**config.mk**
```make
export PLATFORM = sky130hd
export DESIGN_NAME = stc_frame_timer
export DESIGN_NICKNAME = d
export VERILOG_FILES = /design/src/rtl/stc_frame_timer.sv
export SDC_FILE = /design/constraint.sdc
export NUM_CORES = 1
export LEC_CHECK = 0
export CORE_ASPECT_RATIO = 1.4
export CORE_UTILIZATION = 58
export CTS_BUF_LIST = sky130_fd_sc_hd__clkbuf_4 sky130_fd_sc_hd__clkbuf_8
export CTS_CLUSTER_DIAMETER = 100
export DETAILED_ROUTE_END_ITERATION = 8
export PLACE_DENSITY = 0.83
export SYNTH_ARGS = -nofsm -noshare
export SYNTH_HDL_FRONTEND = slang
export SYNTH_SLANG_ARGS = --single-unit
export TNS_END_PERCENT = 5
```
**constraint.sdc**
```tcl
create_clock -name clk -period 2.75 [get_ports clk]
set_input_delay 0.275 -clock clk [delete_from_list [all_inputs] [get_ports clk]]
set_output_delay 0.275 -clock clk [all_outputs]
set_load 0.01 [all_outputs]
```
**src/rtl/stc_frame_timer.sv**
```systemverilog
// stc_frame_timer
//   Bit-timing and frame sequencer for the STC demodulator. A free-running bit
//   counter produces the bit strobe. Once the pilot correlator reports a pilot,
//   the FSM aligns to the first pilot bit, then walks the pilot and data fields
//   of each frame. Lock is dropped after MISS_LIMIT consecutive frames without a pilot.
//
//   Build option: define STC_FRAME_RESYNC_EN so that pilotFound seen in PILOT/DATA
//   re-aligns the bit phase and frame position while lock is held.
//
// Ports
//   clk           sample clock, posedge
//   nReset        asynchronous active-low reset
//   enable        synchronous run enable; low forces SEARCH and clears outputs
//   clocksPerBit  bit period minus one, in clk cycles
//   pilotOffset   bits from pilotFound to the first pilot bit
//   pilotFound    one-cycle pulse from the pilot correlator
//   bitEn         one-cycle bit strobe
//   pilotWindow   high while in the pilot field
//   dataWindow    high while in the data field
//   bitIndex      bit position within the current field
//   frameStart    one-cycle pulse with the first pilot bit strobe of a frame
//   locked        frame lock indication
module stc_frame_timer #(
  parameter int unsigned PILOT_BITS = 128,
  parameter int unsigned DATA_BITS  = 3200,
  parameter int unsigned MISS_LIMIT = 3
) (
  input  logic        clk,
  input  logic        nReset,
  input  logic        enable,
  input  logic [15:0] clocksPerBit,
  input  logic [11:0] pilotOffset,
  input  logic        pilotFound,
  output logic        bitEn,
  output logic        pilotWindow,
  output logic        dataWindow,
  output logic [11:0] bitIndex,
  output logic        frameStart,
  output logic        locked
);

  localparam int unsigned CPB_W  = 16;
  localparam int unsigned IDX_W  = 12;
  localparam int unsigned MISS_W = (MISS_LIMIT < 2) ? 1 : $clog2(MISS_LIMIT);

`ifdef STC_FRAME_RESYNC_EN
  localparam bit RESYNC_EN = 1'b1;
`else
  localparam bit RESYNC_EN = 1'b0;
`endif

  typedef enum logic [1:0] {SEARCH, ALIGN, PILOT, DATA} state_t;

  state_t             state, stateNext;
  logic [CPB_W-1:0]   bitCnt, bitCntNext;
  logic [CPB_W-1:0]   cpbLatch, cpbLatchNext;
  logic               cpbLoaded;
  logic [IDX_W-1:0]   alignCnt, alignCntNext;
  logic [MISS_W-1:0]  missCnt, missCntNext;
  logic               hitFlag, hitFlagNext;
  logic [IDX_W-1:0]   bitIndexNext;
  logic               lockedNext;
  logic               tick;

  logic [CPB_W-1:0]   cpbEff;
  logic               wrap;
  logic               acquire;

  // Until the first cycle after reset the period comes straight from the register field.
  assign cpbEff  = cpbLoaded ? cpbLatch : clocksPerBit;
  assign wrap    = (bitCnt == cpbEff);
  // A pilot restarts bit phase from SEARCH, and also from PILOT/DATA when resync is built in.
  assign acquire = pilotFound &&
                   ((state == SEARCH) || (RESYNC_EN && ((state == PILOT) || (state == DATA))));

  // State and output registers.
  always_ff @(posedge clk or negedge nReset) begin
    if (!nReset) begin
      state       <= SEARCH;
      bitCnt      <= '0;
      cpbLatch    <= '0;
      cpbLoaded   <= 1'b0;
      alignCnt    <= '0;
      missCnt     <= '0;
      hitFlag     <= 1'b0;
      bitEn       <= 1'b0;
      pilotWindow <= 1'b0;
      dataWindow  <= 1'b0;
      bitIndex    <= '0;
      frameStart  <= 1'b0;
      locked      <= 1'b0;
    end else begin
      state       <= stateNext;
      bitCnt      <= bitCntNext;
      cpbLatch    <= cpbLatchNext;
      cpbLoaded   <= 1'b1;
      alignCnt    <= alignCntNext;
      missCnt     <= missCntNext;
      hitFlag     <= hitFlagNext;
      bitEn       <= tick;
      pilotWindow <= (stateNext == PILOT);
      dataWindow  <= (stateNext == DATA);
      bitIndex    <= bitIndexNext;
      frameStart  <= tick && (stateNext == PILOT) && (bitIndexNext == '0);
      locked      <= lockedNext;
    end
  end

  // Next-state: bit counter, alignment, field walk and lock tracking.
  always_comb begin
    stateNext    = state;
    bitCntNext   = wrap ? '0 : bitCnt + CPB_W'(1);
    cpbLatchNext = wrap ? clocksPerBit : cpbEff;
    alignCntNext = alignCnt;
    missCntNext  = missCnt;
    hitFlagNext  = hitFlag;
    bitIndexNext = bitIndex;
    lockedNext   = locked;
    tick         = wrap;

    if (!enable) begin
      stateNext    = SEARCH;
      bitCntNext   = '0;
      cpbLatchNext = clocksPerBit;
      alignCntNext = '0;
      missCntNext  = '0;
      hitFlagNext  = 1'b0;
      bitIndexNext = '0;
      lockedNext   = 1'b0;
      tick         = 1'b0;
    end else if (acquire) begin
      // Bit phase restarts at the pilot; any frame in progress is abandoned.
      bitCntNext   = '0;
      cpbLatchNext = cpbEff;
      tick         = 1'b0;
      alignCntNext = pilotOffset;
      missCntNext  = '0;
      hitFlagNext  = 1'b0;
      bitIndexNext = '0;
      if (pilotOffset == '0) begin
        stateNext  = PILOT;
        lockedNext = 1'b1;
      end else begin
        stateNext  = ALIGN;
      end
    end else begin
      if (pilotFound && (state != SEARCH)) hitFlagNext = 1'b1;
      if (bitEn) begin
        case (state)
          ALIGN: begin
            alignCntNext = alignCnt - IDX_W'(1);
            if (alignCnt == IDX_W'(1)) begin
              stateNext    = PILOT;
              bitIndexNext = '0;
              lockedNext   = 1'b1;
            end
          end
          PILOT: begin
            if (bitIndex == IDX_W'(PILOT_BITS - 1)) begin
              stateNext    = DATA;
              bitIndexNext = '0;
            end else begin
              bitIndexNext = bitIndex + IDX_W'(1);
            end
          end
          DATA: begin
            if (bitIndex == IDX_W'(DATA_BITS - 1)) begin
              // Frame end: a pilot on this very cycle still counts for the ending frame.
              stateNext    = PILOT;
              bitIndexNext = '0;
              hitFlagNext  = 1'b0;
              if (hitFlag || pilotFound) begin
                missCntNext = '0;
              end else if (missCnt == MISS_W'(MISS_LIMIT - 1)) begin
                stateNext   = SEARCH;
                lockedNext  = 1'b0;
                missCntNext = '0;
              end else begin
                missCntNext = missCnt + MISS_W'(1);
              end
            end else begin
              bitIndexNext = bitIndex + IDX_W'(1);
            end
          end
          default: ;
        endcase
      end
    end
  end

endmodule
```
==> flow_summary_export.csv, run 1 <==
group,metric,value,unit
power,power_density,484,nW/um2
logic_synthesis,syn_area,3890,um2
logic_synthesis,synth_top_cell_area_share,43.1,%
sta,fin_crit_sh,96.1,%
cts,cts_buffers,9,
cts,path_clk_slew,0.07,ns
routing,antenna_left,0,
logic_synthesis,yosysTopAreaCell,"dfrtp_1",
final_layout,final_cell_mix,"dfrtp_1, clkdlybuf4s50_1, nor2_1",
power,power_leakage,2.13,nW
outcome,status,"finished, violations left",
sta,tightest_slew,0.857,ns
logic_synthesis,avgSynthCellArea,10.0,um2
worst_setup_path,r2r_slack,0.11,ns
sta,relSlewSlack,42.9,%
grt,grt_max_degree,68,
logic_synthesis,yosys-top-cells-area,"dfrtp_1, xnor2_1, mux2_2",
floorplan,core_area,6340,um2
sta,max_freq,0.378,GHz
routing,routed_wl,9720,um
worst_setup_path,worstPathMaxFanout,11,
floorplan,chipWidth,71.2,um
min_path,hold_class,"in2async",
cts,clkSinkCount,67,
placed_design,placed_cells,514,
worst_setup_path,slowest_delay,0.60,ns
worst_setup_path,critPathLaunchType,"register",
grt,grt_pass1_wl,16200,um
worst_setup_path,endpoint_kind,"register",
logic_synthesis,syn_nets,425,
logic_synthesis,yosys_warnings,0,
grt,antenna_found_initial,0,
placed_design,portBuffers,48,
logic_synthesis,ys_ff_latch,67,
logic_synthesis,ys_types,57,
floorplan,fp.dieH,98.9,um
logic_synthesis,syn_inst,389,
sta,timing.setup.tns,0,ns
final_layout,stdcell_count,530,
floorplan,fp-row-count,34,
routing,viasPerCell,6.36,
placed_design,place_hpwl,6950,um
outcome,violations,"design-rule violations",
sta,skew,0.00590,ns
floorplan,ios,49,
final_layout,drive_gt1_share,15.1,%
sta,rsz0062_at_grt,"no",
worst_setup_path,cp.arrival,2.92,ns
power,vdd_drop_max,0.413,mV
cts,cts_htree_levels,3,
floorplan,start_util,61.4,%
routing,first_pass_iters,9,
job,cap_violations,0,
worst_setup_path,cp.required,3.03,ns
grt,grt_use_total,29.9,%
worst_setup_path,path_cells,"nor4bb_1 -> nand4_2 -> nand4_1 -> o21ai_0 -> mux2_2 -> nor4b_1 -> buf_4 -> and4b_1",
logic_synthesis,async_reset_ff_share,100,%
worst_setup_path,crit_slowest_cell,"dfrtp_1",
final_layout,fin_nets,489,
final_layout,antenna_cells,0,
sta,hold_viol,0,
routing,drt_iter0_markers,297,
logic_synthesis,synth_ff_type,"dfrtp_1",
cts,post_cts_buffers,0,
placed_design,dpl_worst_slack,0.191,ns
logic_synthesis,synth_edf_count,0,
sta,period_needed,2.64,ns
cts,cts_root_buffer,"clkbuf_8",
final_layout,layout_commonest_cell,"dfrtp_1",
cts,cts_tree,"built",
worst_setup_path,crit_type,"reg2reg",
sta,fin_ws,0.107,ns
final_layout,syn2layout_area_growth,23.0,%
sta,setup_viol,0,
floorplan,fp.dieArea,7040,um2
sta,finalMaxSlewViolations,0,
routing,route.vias.total,3369,
logic_synthesis,seq_area_frac_synth,43.1,%
placed_design,globalplace.congestion,0.989,
routing,route.detailed.drc,4,
grt,grt_overflow,0,
grt,grt_pass1_vias,3375,
routing,routedWlPerCell,18.3,um
cts,insertion_delay,0.34,ns
cts,cts_buffer_depth,2,
-- power by group --
group | internal, mW | switching [mW]
Combinational | 0.149 | 0.149
Clock | 0.569 | 0.380
Sequential | 1.03 | 0.0426
Total | 1.75 | 0.572
-- routing by layer --
metal,track usage (%),share of wire (%),wire [um]
met2,51.4,52,5100
met1,35.6,40,3860
met3,4.91,4.1,395
met4,15.7,3.9,376
met5,0,0,0
-- flip-flops by register name, indices dropped and copies added, names as in the netlist --
| signal | flops |
|---|---|
| alignCnt | 12 |
| pilotWindow | 1 |
| bitIndex | 12 |
| bitCnt | 16 |
| bitEn | 1 |
| frameStart | 1 |
| dataWindow | 1 |
| hitFlag | 1 |
| missCnt | 2 |
| cpbLatch | 16 |
| state | 2 |
| locked | 1 |
| cpbLoaded | 1 |
-- stage by stage --
stage          util (%)  power [mW]  instance area [um2]  hold slack [ns]
2_1_floorplan         -        1.26                 3890          -0.0206
3_3_place_gp       71.6        1.37                 4540            0.477
3_5_place_dp       71.6        1.38                 4540            0.496
4_1_cts            75.3        2.32                 4770            0.143
5_1_grt            75.4        2.40                 4780            0.178
6_report           75.4        2.32                 4780            0.109
-- layout make-up --
type,count,area [um2]
Timing Repair Buffer,67,643
Clock buffer,12,159
Clock inverter,4,72.6
Multi-Input combinational cell,297,2100
Sequential cell,67,1680
Fill cell,445,1560
Inverter,11,41.3
Tap cell,72,90.1
-- timing repair --
item,4_1_cts,5_1_grt
resized for setup,0,2
hold buffers,0,0
setup endpoints to repair,0,1
-- path summary, 6_finish.rpt --
path	start	to	depth (start not counted)
max	state[0]	frameStart	8
min	nReset	alignCnt[0]	2
max reg2reg	state[0]	frameStart	8
min reg2reg	cpbLatch[14]	cpbLatch[14]	1
max in group asynchronous	nReset	bitCnt[1]	2
min in group clk	cpbLatch[14]	cpbLatch[14]	1
-- cells in the mapped netlist (all sizes together) (2+ instances only) --
library cell	count
a21oi	9
xor2	11
nand4	9
buf	5
clkbuf	9
nor2b	2
nor2	36
nand3	21
o211ai	5
or4	4
o21ai	11
inv	11
mux2i	18
mux2	17
o41ai	4
o211a	10
a31oi	4
a32o	2
nor3b	3
nand4b	3
dfrtp	67
nor4	12
and4b	2
nor3	6
o2111ai	2
ha	4
a211o	3
and3	14
or3	3
nand2	35
xnor2	25
and2	6
-- cell families (layout without fill, tap and decap cells) --
logic type	Yosys count	in the layout	synth area share [%]
AND/OR/NAND/NOR	162	162	23.2
adder cells (fa/ha/maj)	4	4	1.29
multiplexers	35	35	9.56
AO/OA/AOI/OAI	59	59	11.5
other	1	1	0.0964
flip-flops	67	67	43.1
XOR/XNOR	36	36	8.11
buffers and inverters	25	94	3.19
-- worst max-delay path: cells and delay by family, from the launching register on --
family,cells,cell delay [ns]
and+or+nand+nor,5,1.39
buffers and inverters,1,0.18
AOI/OAI and AO/OA,1,0.12
muxes,1,0.29
DFF,1,0.60
Power figures use the tool's default switching activity.
==> run 2: changes to the inputs <==
--- a/config.mk
+++ b/config.mk
@@ -5,12 +5,13 @@
 export SDC_FILE = /design/constraint.sdc
 export NUM_CORES = 1
 export LEC_CHECK = 0
+export ABC_AREA = 1
 export CORE_ASPECT_RATIO = 1.4
-export CORE_UTILIZATION = 58
+export CORE_UTILIZATION = 53
 export CTS_BUF_LIST = sky130_fd_sc_hd__clkbuf_4 sky130_fd_sc_hd__clkbuf_8
 export CTS_CLUSTER_DIAMETER = 100
 export DETAILED_ROUTE_END_ITERATION = 8
-export PLACE_DENSITY = 0.83
+export PLACE_DENSITY = 0.79
 export SYNTH_ARGS = -nofsm -noshare
 export SYNTH_HDL_FRONTEND = slang
 export SYNTH_SLANG_ARGS = --single-unit
==> constraint.sdc (replaced) <==
create_clock -name clk -period 2.2 [get_ports clk]
set_input_delay 0.22 -clock clk [delete_from_list [all_inputs] [get_ports clk]]
set_output_delay 0.22 -clock clk [all_outputs]
set_load 0.01 [all_outputs]
==> flow_summary_export.csv, run 2 <==
group,metric,value,unit
outcome,status,"completed",
cts,insertion_delay,0.35,ns
final_layout,syn2layout_area_growth,20.1,%
floorplan,chipWidth,77.9,um
power,vdd_drop_max,0.451,mV
final_layout,largest_registers,"bitCnt: 16 flops, cpbLatch: 16 flops",
routing,routedWlPerCell,13.6,um
grt,grt_overflow,0,
sta,skew,0.0107,ns
grt,grt_max_degree,43,
sta,max_freq,0.481,GHz
min_path,hold_class,"in2async",
logic_synthesis,synth_ff_type,"dfrtp_1",
cts,clkSinkCount,67,
final_layout,nFillCells,678,
power,p_sw,0.934,mW
grt,grt_pass1_vias,4160,
routing,route.vias.total,4245,
sta,hold_viol,0,
worst_setup_path,endpoint_kind,"register",
floorplan,fp.dieArea,8430,um2
final_layout,stdcell_count,786,
logic_synthesis,avgSynthCellArea,6.85,um2
logic_synthesis,ys_ff_latch,67,
power,power_leakage,2.52,nW
logic_synthesis,yosys-top-cells-area,"dfrtp_1, nand2_1, nand3_1",
logic_synthesis,syn_area,4280,um2
sta,finalMaxSlewViolations,0,
routing,viasPerCell,5.40,
routing,antenna_left,0,
sta,timing.setup.tns,0,ns
job,cap_violations,0,
worst_setup_path,worstPathMaxFanout,7,
logic_synthesis,synth_top_cell_area_share,39.2,%
floorplan,start_util,54.8,%
logic_synthesis,syn_inst,624,
grt,antenna_found_initial,0,
power,switching_share,29.9,%
cts,path_clk_slew,0.08,ns
sta,period_needed,2.08,ns
power,internal_power,2.19,mW
worst_setup_path,cp.required,2.48,ns
final_layout,final_cell_mix,"nand2_1, inv_1, nand3_1",
sta,fin_crit_sh,94.4,%
routing,drt_iter0_markers,281,
logic_synthesis,yosysTopAreaCell,"dfrtp_1",
logic_synthesis,synth_edf_count,0,
logic_synthesis,syn_nets,660,
routing,first_pass_iters,5,
sta,relSlewSlack,56.3,%
final_layout,antenna_cells,0,
routing,route.detailed.drc,0,
cts,cts_buffers,9,
cts,cts_buffer_depth,2,
power,power_density,608,nW/um2
cts,cts_tree,"built",
logic_synthesis,seq_area_frac_synth,39.2,%
placed_design,portBuffers,48,
power,pwr-share-comb,18.5,%
placed_design,globalplace.congestion,0.919,
worst_setup_path,cp.arrival,2.36,ns
final_layout,fin_nets,717,
sta,tightest_slew,0.656,ns
logic_synthesis,yosys_warnings,0,
power,p_clk_share,37.6,%
floorplan,ios,49,
placed_design,placed_cells,768,
cts,cts_htree_levels,3,
logic_synthesis,synth_common_cells,"nand2_1, inv_1, nand3_1",
floorplan,fp-row-count,38,
worst_setup_path,crit_type,"reg2reg",
grt,grt_use_total,27.2,%
placed_design,place_hpwl,7800,um
final_layout,drive_gt1_share,9.18,%
logic_synthesis,synth_most_common_cell,"nand2_1",
floorplan,core_area,7800,um2
logic_synthesis,async_reset_ff_share,100,%
worst_setup_path,critPathLaunchType,"register",
grt,grt_pass1_wl,18000,um
logic_synthesis,ys_types,40,
sta,setup_viol,0,
final_layout,layout_commonest_cell,"nand2_1",
power,p_seq_share,43.9,%
cts,cts_root_buffer,"clkbuf_8",
sta,hold_slack,0.421,ns
routing,routed_wl,10700,um
power,power,3.12,mW
floorplan,fp.dieH,108,um
-- run 2: cell types whose count changed after synthesis, moves of 10 or more --
cell / previous run / this run
nor2_1: 36 / 64
mux2i_1: 18 / 0
nand3_1: 21 / 69
mux2_2: 17 / 0
o211a_1: 10 / 0
xnor2_1: 25 / 2
inv_1: 11 / 72
o21ai_0: 11 / 30
nand2_1: 35 / 207
and3_1: 13 / 0
-- run 2: path summary, 6_finish.rpt --
check / startpoint / endpoint / slack (ns) / depth (start not counted)
min: nReset / cpbLatch[1] / 0.42 / 2
max: bitIndex[0] / frameStart / 0.12 / 9
min reg2reg: bitCnt[0] / bitCnt[0] / 0.48 / 1
min in group clk: clocksPerBit[13] / cpbLatch[13] / 0.46 / 3
max in group asynchronous: nReset / bitIndex[8] / 1.13 / 3
max reg2reg: bitIndex[0] / frameStart / 0.12 / 9
-- run 2: repair_timing --
action	CTS	global route
setup endpoints to repair	1	2
pin swaps	0	1
gates resized for setup	2	7
gates cloned	0	0
buffers inserted	0	1
hold endpoints to repair	25	0
hold buffers	1	0
-- run 2: through the flow --
| stage | utilization [%] | area (um2) | setup WS (ns) |
|---|---|---|---|
| floorplan | - | 4280 | 0.426 |
| global placement | 62.5 | 4870 | 0.0311 |
| detailed placement | 62.5 | 4870 | 0.0335 |
| CTS | 65.5 | 5110 | 0.0494 |
| global route | 65.9 | 5130 | -0.0133 |
| finish | 65.9 | 5130 | 0.122 |
-- run 2: cell type report --
type | instances | area (um2) | area share, %
inverters | 75 | 284 | 5.53
well taps | 100 | 125 | 2.44
multi-input cells | 466 | 2230 | 43.5
clock inverters | 6 | 90.1 | 1.75
clock buffers | 10 | 131 | 2.56
repair buffers | 62 | 596 | 11.6
flip-flops and latches | 67 | 1680 | 32.7
-- run 2: logic make-up after synthesis --
family,Yosys count,synth area share [%]
and+or+nand+nor,380,38.5
buffers and inverters,91,9.10
AOI/OAI and AO/OA,68,9.22
DFF,67,39.2
xor gates and xnor gates,13,2.66
adders and majority gates,4,1.17
other,1,0.0877
-- run 2: routing by layer --
layer / vias to the layer above / global-route usage, % / routed length (um)
met5: - / 0 / 0
met4: 0 / 16.7 / 427
met3: 36 / 5.57 / 495
met2: 141 / 47.2 / 5400
met1: 1965 / 30.8 / 4410
li1: 2103 / - / -
-- run 2: worst max-delay path, cell delays in order (launching register included) --
cell and delay (ns):
dfrtp_1 0.39, buf_4 0.13, nand2_1 0.05, nor2_1 0.40, nand3_1 0.21, o21ai_0 0.20, a21oi_1 0.09, o21ai_1 0.27
nand3_1 0.14, nor2_1 0.12
-- run 2: power by group through the flow --
| stage | Sequential, mW | Combinational [mW] | Clock, mW |
|---|---|---|---|
| floorplan | 1.38 | 0.384 | 0 |
| global placement | 1.39 | 0.554 | 0 |
| detailed placement | 1.39 | 0.568 | 0 |
| CTS | 1.37 | 0.572 | 1.19 |
| global route | 1.38 | 0.655 | 1.23 |
| finish | 1.37 | 0.577 | 1.18 |
==> run 3: changes to the inputs <==
==> constraint.sdc (replaced) <==
create_clock -name clk -period 1.7 [get_ports clk]
set_input_delay 0.17 -clock clk [delete_from_list [all_inputs] [get_ports clk]]
set_output_delay 0.17 -clock clk [all_outputs]
set_load 0.01 [all_outputs]
==> flow_summary_export.csv, run 3 (synthesized netlist as in run 2, its figures left out) <==
group,metric,value,unit
outcome,status,"finished, violations left",
outcome,violations,"negative setup slack",
cts,cts_root_buffer,"clkbuf_8",
cts,path_clk_slew,0.07,ns
floorplan,fp.dieH,108,um
cts,clkSinkCount,67,
worst_setup_path,cp.arrival,2.13,ns
power,pwr-share-comb,24.7,%
power,power,4.19,mW
final_layout,fin_nets,812,
grt,grt_pass1_vias,4865,
final_layout,syn2layout_area_growth,40.1,%
grt,grt_use_total,31.8,%
routing,routed_wl,12400,um
final_layout,antenna_cells,0,
placed_design,globalplace.congestion,0.983,
sta,max_freq,0.530,GHz
routing,route.detailed.drc,0,
sta,period_needed,1.89,ns
sta,setup_viol,33,
cts,insertion_delay,0.35,ns
worst_setup_path,cp.required,1.94,ns
routing,route.vias.total,4776,
worst_setup_path,cp-startpoint,"cpbLoaded",
placed_design,dpl_worst_slack,-0.203,ns
final_layout,final_cell_mix,"nand2_1, buf_4, inv_1",
final_layout,ff_latch_area,1680,um2
routing,antenna_left,0,
routing,drt_iter0_markers,333,
worst_setup_path,critPathLaunchType,"register",
grt,grt_max_degree,68,
sta,finalMaxSlewViolations,0,
power,power_leakage,3.02,nW
worst_setup_path,crit_type,"reg2reg",
cts,cts_buffers,9,
grt,grt_pass1_wl,21000,um
floorplan,fp-row-count,38,
sta,hold_slack,0.362,ns
final_layout,drive_gt1_share,23.7,%
final_layout,nFillCells,569,
routing,viasPerCell,5.43,
routing,first_pass_iters,5,
cts,cts_buffer_depth,2,
sta,fin_crit_sh,111,%
cts,cts_tree,"built",
worst_setup_path,endpoint_kind,"register",
power,p_seq_share,42.1,%
grt,grt_overflow,0,
final_layout,largest_registers,"bitCnt: 16 flops, cpbLatch: 16 flops",
worst_setup_path,worstPathMaxFanout,18,
placed_design,portBuffers,48,
floorplan,start_util,54.8,%
job,cap_violations,0,
routing,routedWlPerCell,14.1,um
sta,hold_viol,0,
floorplan,ios,49,
power,power_density,699,nW/um2
power,p_clk_share,33.2,%
power,internal_power,2.95,mW
final_layout,layout_commonest_cell,"nand2_1",
cts,cts_htree_levels,3,
min_path,hold_class,"in2async",
floorplan,core_area,7800,um2
sta,rsz0062_at_grt,"yes",
grt,antenna_found_initial,0,
sta,fin_ws,-0.188,ns
placed_design,place_hpwl,9030,um
power,vdd_drop_max,0.480,mV
power,p_sw,1.24,mW
worst_setup_path,r2r-start,"cpbLoaded",
floorplan,fp.dieArea,8430,um2
floorplan,chipWidth,77.9,um
power,switching_share,29.6,%
final_layout,multiInputGateArea,2360,um2
sta,skew,0.00756,ns
## run 3: final timing paths
kind	end	slack (ns)	cells after the start
hold reg to reg	bitCnt[0]	0.53	2
max in group asynchronous	cpbLoaded	1.04	3
setup reg to reg	cpbLatch[15]	-0.19	13
hold / removal	cpbLatch[1]	0.36	3
min in group clk	cpbLatch[10]	0.40	3
setup / recovery	cpbLatch[15]	-0.19	13
## run 3: through the flow
stage	TNS [ns]	cells	utilization [%]	cell area, um2
floorplan	-0.0659	624	-	4310
CTS	-2.78	878	75.7	5910
detailed placement	-5.24	862	72.2	5630
global route	-9.53	880	76.8	5990
finish	-4.00	880	76.8	5990
global placement	-4.65	862	72.2	5630
## run 3: critical path: stages, from the launching register on
cell and delay [ns]:
dfrtp_2 0.45, buf_12 0.17, nand2_1 0.08, nand2_1 0.07
nand2_1 0.06, nand2_1 0.06, nor2_2 0.13, nand2_1 0.08
nor2_2 0.15, nand2_2 0.11, nand2_4 0.15, nand2_4 0.12
nand2_1 0.09, nand2_1 0.05
## run 3: final cells by class
cell class                 instances  share of cell area, %
multi-input combinational        467                   39.4
clock buffer                      13                   2.78
inverter                          75                   4.78
clock inverter                     2                  0.585
sequential                        67                   28.0
timing repair buffer             156                   22.3
tap                              100                   2.09
## run 3: power groups by stage
stage	Sequential, mW	Combinational, mW	Clock (mW)
floorplan	1.79	0.502	0
global placement	1.78	0.920	0
detailed placement	1.79	0.951	0
CTS	1.76	0.981	1.41
global route	1.77	1.14	1.46
finish	1.76	1.03	1.39
## run 3: layer usage
layer | GRT usage (%) | wire length [um] | part of all wire, %
met2 | 59.2 | 6690 | 54
met1 | 34.7 | 4620 | 37
met5 | 0 | 0 | 0
met4 | 16.8 | 321 | 2.6
met3 | 4.64 | 795 | 6.4
## run 3: timing repair
action | CTS | global route
setup buffers | 0 | 1
pin swaps | 3 | 7
hold buffers | 1 | 0
endpoints found under the hold margin | 67 | 0
cloned | 0 | 1
gates resized for setup | 20 | 24
setup endpoints to repair | 39 | 57
